$ cat src/rtl/alu_issue_ctrl.sv
// alu_issue_ctrl: multi-cycle issue/writeback controller wrapped around the combinational MIPS ALU
module alu_issue_ctrl #(
  parameter logic [31:0] PC_RESET = 32'h0000_0000
) (
  input  logic        clk,
  input  logic        reset,
  input  logic        instr_valid,
  output logic        instr_ready,
  input  logic [31:0] instr,
  output logic [31:0] alu_instruction,
  output logic [31:0] alu_regA,
  output logic [31:0] alu_regB,
  input  logic [31:0] alu_result,
  input  logic [2:0]  alu_flags,
  output logic        mem_req,
  output logic        mem_we,
  output logic [31:0] mem_addr,
  output logic [31:0] mem_wdata,
  input  logic [31:0] mem_rdata,
  input  logic        mem_ack,
  output logic [31:0] pc,
  output logic        done,
  output logic        ovf_exc,
  input  logic [4:0]  dbg_addr,
  output logic [31:0] dbg_data
);
  typedef enum logic [1:0] {IDLE, EXEC, MEM, WB} state_t;
  state_t state_q, state_d;
  logic [31:0] ir_q, res_q, rdata_q, pc_q;
  logic [2:0]  flags_q;
  logic [31:0] rf_q [32];
  logic [5:0]  op, fn;
  logic [4:0]  rs, rt, rd, dst;
  logic        exec, is_lw, is_sw, is_beq, is_bne, r_ok, i_wr, is_slt, trap_op, wr_en, taken;
  logic [31:0] wdata, pc_inc, br_off;
  assign op      = ir_q[31:26];
  assign fn      = ir_q[5:0];
  assign rs      = ir_q[25:21];
  assign rt      = ir_q[20:16];
  assign rd      = ir_q[15:11];
  assign is_lw   = op == 6'h23;
  assign is_sw   = op == 6'h2b;
  assign is_beq  = op == 6'h04;
  assign is_bne  = op == 6'h05;
  assign r_ok    = op == 6'h00 && (fn inside {6'h00, 6'h02, 6'h03, 6'h04, 6'h06, 6'h07, 6'h2a, 6'h2b}
                   || fn[5:3] == 3'b100);
  assign i_wr    = op inside {[6'h08:6'h0e]} || is_lw;
  assign is_slt  = (op == 6'h00 && (fn == 6'h2a || fn == 6'h2b)) || op == 6'h0a || op == 6'h0b;
  assign trap_op = (op == 6'h00 && (fn == 6'h20 || fn == 6'h22)) || op == 6'h08;
  assign dst     = r_ok ? rd : rt;
  assign wr_en   = state_q == WB && (r_ok || i_wr) && !(trap_op && flags_q[0]) && dst != 5'd0;
  assign wdata   = is_slt ? {31'b0, flags_q[1]} : is_lw ? rdata_q : res_q;
  assign taken   = (is_beq && flags_q[2]) || (is_bne && !flags_q[2]);
  assign pc_inc  = pc_q + 32'd4;
  assign br_off  = {{14{ir_q[15]}}, ir_q[15:0], 2'b00};
  always_comb begin
    state_d = state_q;
    case (state_q)
      IDLE:    state_d = instr_valid ? EXEC : IDLE;
      EXEC:    state_d = (is_lw || is_sw) ? MEM : WB;
      MEM:     state_d = mem_ack ? WB : MEM;
      default: state_d = IDLE;
    endcase
  end
  always_ff @(posedge clk) begin
    if (reset) begin
      state_q <= IDLE;
      ir_q    <= '0;
      res_q   <= '0;
      flags_q <= '0;
      rdata_q <= '0;
      pc_q    <= PC_RESET;
      for (int i = 0; i < 32; i++) rf_q[i] <= '0;
    end else begin
      state_q <= state_d;
      if (state_q == IDLE && instr_valid) ir_q <= instr;
      if (exec) begin
        res_q   <= alu_result;
        flags_q <= alu_flags;
      end
      if (mem_req && mem_ack) rdata_q <= mem_rdata;
      if (wr_en) rf_q[dst] <= wdata;
      if (state_q == WB) pc_q <= taken ? pc_inc + br_off : pc_inc;
    end
  end
  assign exec            = state_q == EXEC;
  assign instr_ready     = state_q == IDLE;
  assign alu_instruction = exec ? ir_q : '0;
  // The ALU swaps rs/rt internally unless rs is $0, so present them pre-swapped
  assign alu_regA        = exec ? (rs == 5'd0 ? rf_q[rs] : rf_q[rt]) : '0;
  assign alu_regB        = exec ? (rs == 5'd0 ? rf_q[rt] : rf_q[rs]) : '0;
  assign mem_req         = state_q == MEM;
  assign mem_we          = mem_req && is_sw;
  assign mem_addr        = mem_req ? res_q : '0;
  assign mem_wdata       = mem_req ? rf_q[rt] : '0;
  assign done            = state_q == WB;
  assign ovf_exc         = done && trap_op && flags_q[0];
  assign pc              = pc_q;
  assign dbg_data        = dbg_addr == 5'd0 ? '0 : rf_q[dbg_addr];
endmodule

$ cat config.mk
export PLATFORM = sky130hd
export DESIGN_NAME = alu_issue_ctrl
export DESIGN_NICKNAME = d
export VERILOG_FILES = /design/src/rtl/alu_issue_ctrl.sv
export SDC_FILE = /design/constraint.sdc
export NUM_CORES = 2
export LEC_CHECK = 0
export CAP_MARGIN = 20
export CELL_PAD_IN_SITES_DETAIL_PLACEMENT = 0
export CELL_PAD_IN_SITES_GLOBAL_PLACEMENT = 1
export CORE_ASPECT_RATIO = 2
export CORE_MARGIN = 8
export CORE_UTILIZATION = 26
export CTS_CLUSTER_DIAMETER = 80
export CTS_CLUSTER_SIZE = 14
export DETAILED_ROUTE_END_ITERATION = 6
export HOLD_SLACK_MARGIN = 0.06
export PLACE_DENSITY = 0.45
export SETUP_SLACK_MARGIN = 0.15
export SLEW_MARGIN = 0
export SYNTH_ARGS = -nofsm -noshare
export SYNTH_HDL_FRONTEND = slang
export SYNTH_SLANG_ARGS = --single-unit
$ cat constraint.sdc
create_clock -name clk -period 4.05 [get_ports clk]
set_clock_uncertainty 0.15 [all_clocks]
set_input_delay 0.405 -clock clk [delete_from_list [all_inputs] [get_ports clk]]
set_output_delay 0.405 -clock clk [all_outputs]
set_load 0.01 [all_outputs]
==> results.sh <==
export IMPL_finish_utilization=0.331
export IMPL_first_global_vias=52291
export IMPL_yosys_warnings=0
export IMPL_holdPathEnd="rdata_q[11]$_SDFFE_PP0P_"
export IMPL_setup_viol=0
export IMPL_drcViolationCount=0
export IMPL_path_cells="buf_12 > buf_12 > buf_8 > buf_16 > buf_12 > mux4_2 > mux4_2 > mux2i_4 > buf_6 > o22ai_2 > buf_2"
export IMPL_rsz0062_at_grt="yes"
export IMPL_p_leak_nw=28.3
export IMPL_syn_avg_cell_area_um2=14.1
export IMPL_reg2reg_depth=11
export IMPL_gp_congestion=0.839
export IMPL_ant_nets=0
export IMPL_wl_per_cell_um=37.5
export IMPL_cp_required_ns=3.49
export IMPL_synth_adder_area_share=0.00778
export IMPL_cp_common_cell="buf_12"
export IMPL_insertion_delay_ns=0.77
export IMPL_synth_compound_area_share=0.0306
export IMPL_crit_fanout=5
export IMPL_stdcell_count=9020
export IMPL_powerDensity_mw_per_mm2=395
export IMPL_initial_utilization=0.261
export IMPL_arrival_ns=3.49
export IMPL_post_route_period_util=0.999
export IMPL_drv_cap=0
export IMPL_dr_pass1_iters=5
export IMPL_synth_xor_area_share=0.00639
export IMPL_synth_edf_count=1024
export IMPL_ys_async_sr_fraction=0
export IMPL_n_fill_cell=25964
export IMPL_core_area_mm2=0.262
export IMPL_grt_pass1_wl_um=454000
export IMPL_drive_gt1_frac=0.364
export IMPL_hold_ws_ns=0.116
export IMPL_syn_area_mm2=0.0685
export IMPL_critical_path_class="reg2out"
export IMPL_clkTransAtPathRegs_ns=0.07
export IMPL_place_inst=8665
export IMPL_die_w_um=379
export IMPL_cts_tree="built"
export IMPL_cp_start_kind="flop"
export IMPL_synth_top_area_frac=0.449
export IMPL_hold_violations=0
export IMPL_cts_buffer_depth=3
export IMPL_dieArea_mm2=0.281
export IMPL_synthSimpleGateAreaFrac=0.0997
export IMPL_cpMaxStageDelayCell="mux4_2"
export IMPL_grt_max_degree=65
export IMPL_yosysTopAreaCell="edfxtp_1"
export IMPL_slew_headroom=0.327
export IMPL_critPathMaxStageDelay_ns=0.55
export IMPL_rows=266
export IMPL_area_delta_synth_final_pct=26.6
export IMPL_synth_cell_type_count=67
export IMPL_htreeDepth=3
export IMPL_routed_wl_um=339000
export IMPL_antenna_found_initial=11
export IMPL_num_vias=49299
export IMPL_nets=5654
export IMPL_port_buffers=334
export IMPL_max_freq_ghz=0.247
export IMPL_synth_area_mux_share=0.335
export IMPL_grt_usage=0.235
export IMPL_drt_iter0_drc=4268
export IMPL_ys_ff_latch=1165
export IMPL_cts_sinks=1165
export IMPL_hpwl_um=220000
export IMPL_holdPathStages=3
export IMPL_syn_inst=4861
export IMPL_critPathCaptureType="output port"
export IMPL_synth_top_cells_by_area="edfxtp_1 (45%), mux4_2 (32%), nor2_1 (6.1%)"
export IMPL_ys_seq_area_frac=0.490
export IMPL_fin_crit_ns=4.05
export IMPL_overflow=0
export IMPL_peakVddDrop_mv=0.297
export IMPL_vias_per_cell=5.47
export IMPL_io_pins=337
export IMPL_finalSetupTns_ns=0
export IMPL_r2r_start="ir_q[5]$_SDFFE_PP0P_"
export IMPL_cts_root_buffer="clkbuf_16"
export IMPL_finalMaxSlewViolations=0
export IMPL_status="finished, final reports clean"
export IMPL_p_total_mw=34.3
export IMPL_min_path_type="in2reg"
export IMPL_fp_dieH_um=742
export IMPL_synth_main_ff_cell="edfxtp_1"
export IMPL_tightestPinTransition_ns=1.01
export IMPL_synth_top_family_by_area="multiplexers"
export IMPL_ff2ff_setup_slack_ns=0.25
export IMPL_cts_buffers=96
export IMPL_min_from="mem_rdata[11]"
export IMPL_r2r_end="rf_q[10][4]$_SDFFCE_PN0P_"
==> repair_timing <==
item                                    in CTS  in global routing
gates cloned                                23                  2
resized for setup                          602                108
hold buffers                                72                  0
hold endpoints to repair                   100                  0
endpoints found under the setup margin     109                 95
pin swaps                                   41                 39
setup buffers                               96                 32
==> per-stage QoR <==
| stage | area [um^2] | setup WS [ns] |
|---|---|---|
| after floorplan | 68600 | 0.251 |
| after global routing | 86700 | -0.0517 |
| after CTS | 85800 | -0.0723 |
| after global placement | 80100 | -0.212 |
| final | 86700 | 0.00417 |
| after detailed placement | 80100 | -0.104 |
==> power breakdown <==
part | total [mW] | switching (mW) | internal [mW]
logic | 11.0 | 5.89 | 5.11
clock network | 9.18 | 4.87 | 4.31
registers | 14.1 | 0.546 | 13.6
total | 34.3 | 11.3 | 23.0
==> routing by layer <==
metal  track usage  wire length, um
met2         0.437           182000
met4         0.102            17100
met1         0.263           120000
met5             0               20
met3        0.0348            19700
==> flip-flops by register name (all words and copies together) (netlist names), named ones only <==
signal   count
res_q       32
rf_q      1024
pc          30
ir_q        32
state_q      2
flags_q      3
rdata_q     32
==> worst max-delay path, delay by kind of cell (launching register included) <==
kind	cells	cell delay (ns)
buf+inv	7	0.96
mux	3	1.27
compound gates	1	0.06
flops	1	0.40
==> layout by cell type, fill, tap and decap left out, types with 13 or more instances in the layout <==
cell and count:
mux2i_1 87, a21o_1 48, dlygate4sd3_1 72, buf_2 83, clkbuf_1 13, nand4_1 13, nand2b_4 19, conb_1 34
buf_6 57, nand3_1 22, o22ai_1 25, edfxtp_1 1024, nor2b_1 34, clkbuf_16 98, a21oi_1 97, buf_16 43
xor2_1 21, nand2_2 29, mux4_2 960, ha_1 38, nand2_1 255, xnor2_1 23, dfxtp_1 121, o21ai_0 36
nor2_1 1115, clkdlybuf4s50_1 232, inv_1 17, buf_12 178, and2_1 71, mux2i_4 38, buf_4 340, o22ai_2 35
==> how the worst max path moves through the flow <==
| stage | depth (start not counted) | endpoint | slack [ns] |
|---|---|---|---|
| after floorplan | 15 | pc[31]$_SDFFE_PP0P_ | 0.25 |
| after global placement | 18 | pc[31]$_SDFFE_PP0P_ | -0.21 |
| after detailed placement | 18 | pc[31]$_SDFFE_PP0P_ | -0.10 |
| after CTS | 9 | alu_regB[5] | -0.07 |
| after global routing | 11 | alu_regA[21] | -0.05 |
| final | 11 | alu_regA[21] | 0.004 |
==> layout make-up <==
class	instances	area, um^2	share of cell area
Tap cell	3484	4360	0.0503
Antenna cell	4	10.0	0.000115
Multi-Input combinational cell	3203	34400	0.396
Clock inverter	16	156	0.00180
Sequential cell	1165	33600	0.388
Inverter	15	56.3	0.000649
Clock buffer	110	2460	0.0284
Timing Repair Buffer	1023	11700	0.135
==> Yosys cell counts (all sizes together) (5+ instances only) <==
library cell and number:
nor2 1120, edfxtp 1024, mux4 960, clkbuf 355
nand2 285, buf 156, dfxtp 141, mux2i 133
a21oi 100, and2 72, o22ai 65, a21o 48
o21ai 47, ha 41, nand2b 37, nor2b 36
nand3 32, xnor2 29, xor2 21, inv 15
nor3 14, nand4 13, a311oi 12, a211oi 10
a31oi 8, and3 7, o21a 7, nand3b 6
nor4 6, o31ai 6, a22oi 5, o211ai 5
==> cells by family (layout without fill, tap and decap cells) <==
| logic type | Yosys count | count (layout) |
|---|---|---|
| AO/OA/AOI/OAI | 332 | 332 |
| XOR/XNOR | 50 | 50 |
| adder cells (fa/ha/maj) | 42 | 42 |
| buffers and inverters | 526 | 1164 |
| flip-flops | 1165 | 1165 |
| multiplexers | 1095 | 1095 |
| other | 1 | 38 |
| AND/OR/NAND/NOR | 1650 | 1650 |
Note: power is estimated with default switching activity, not from simulation.
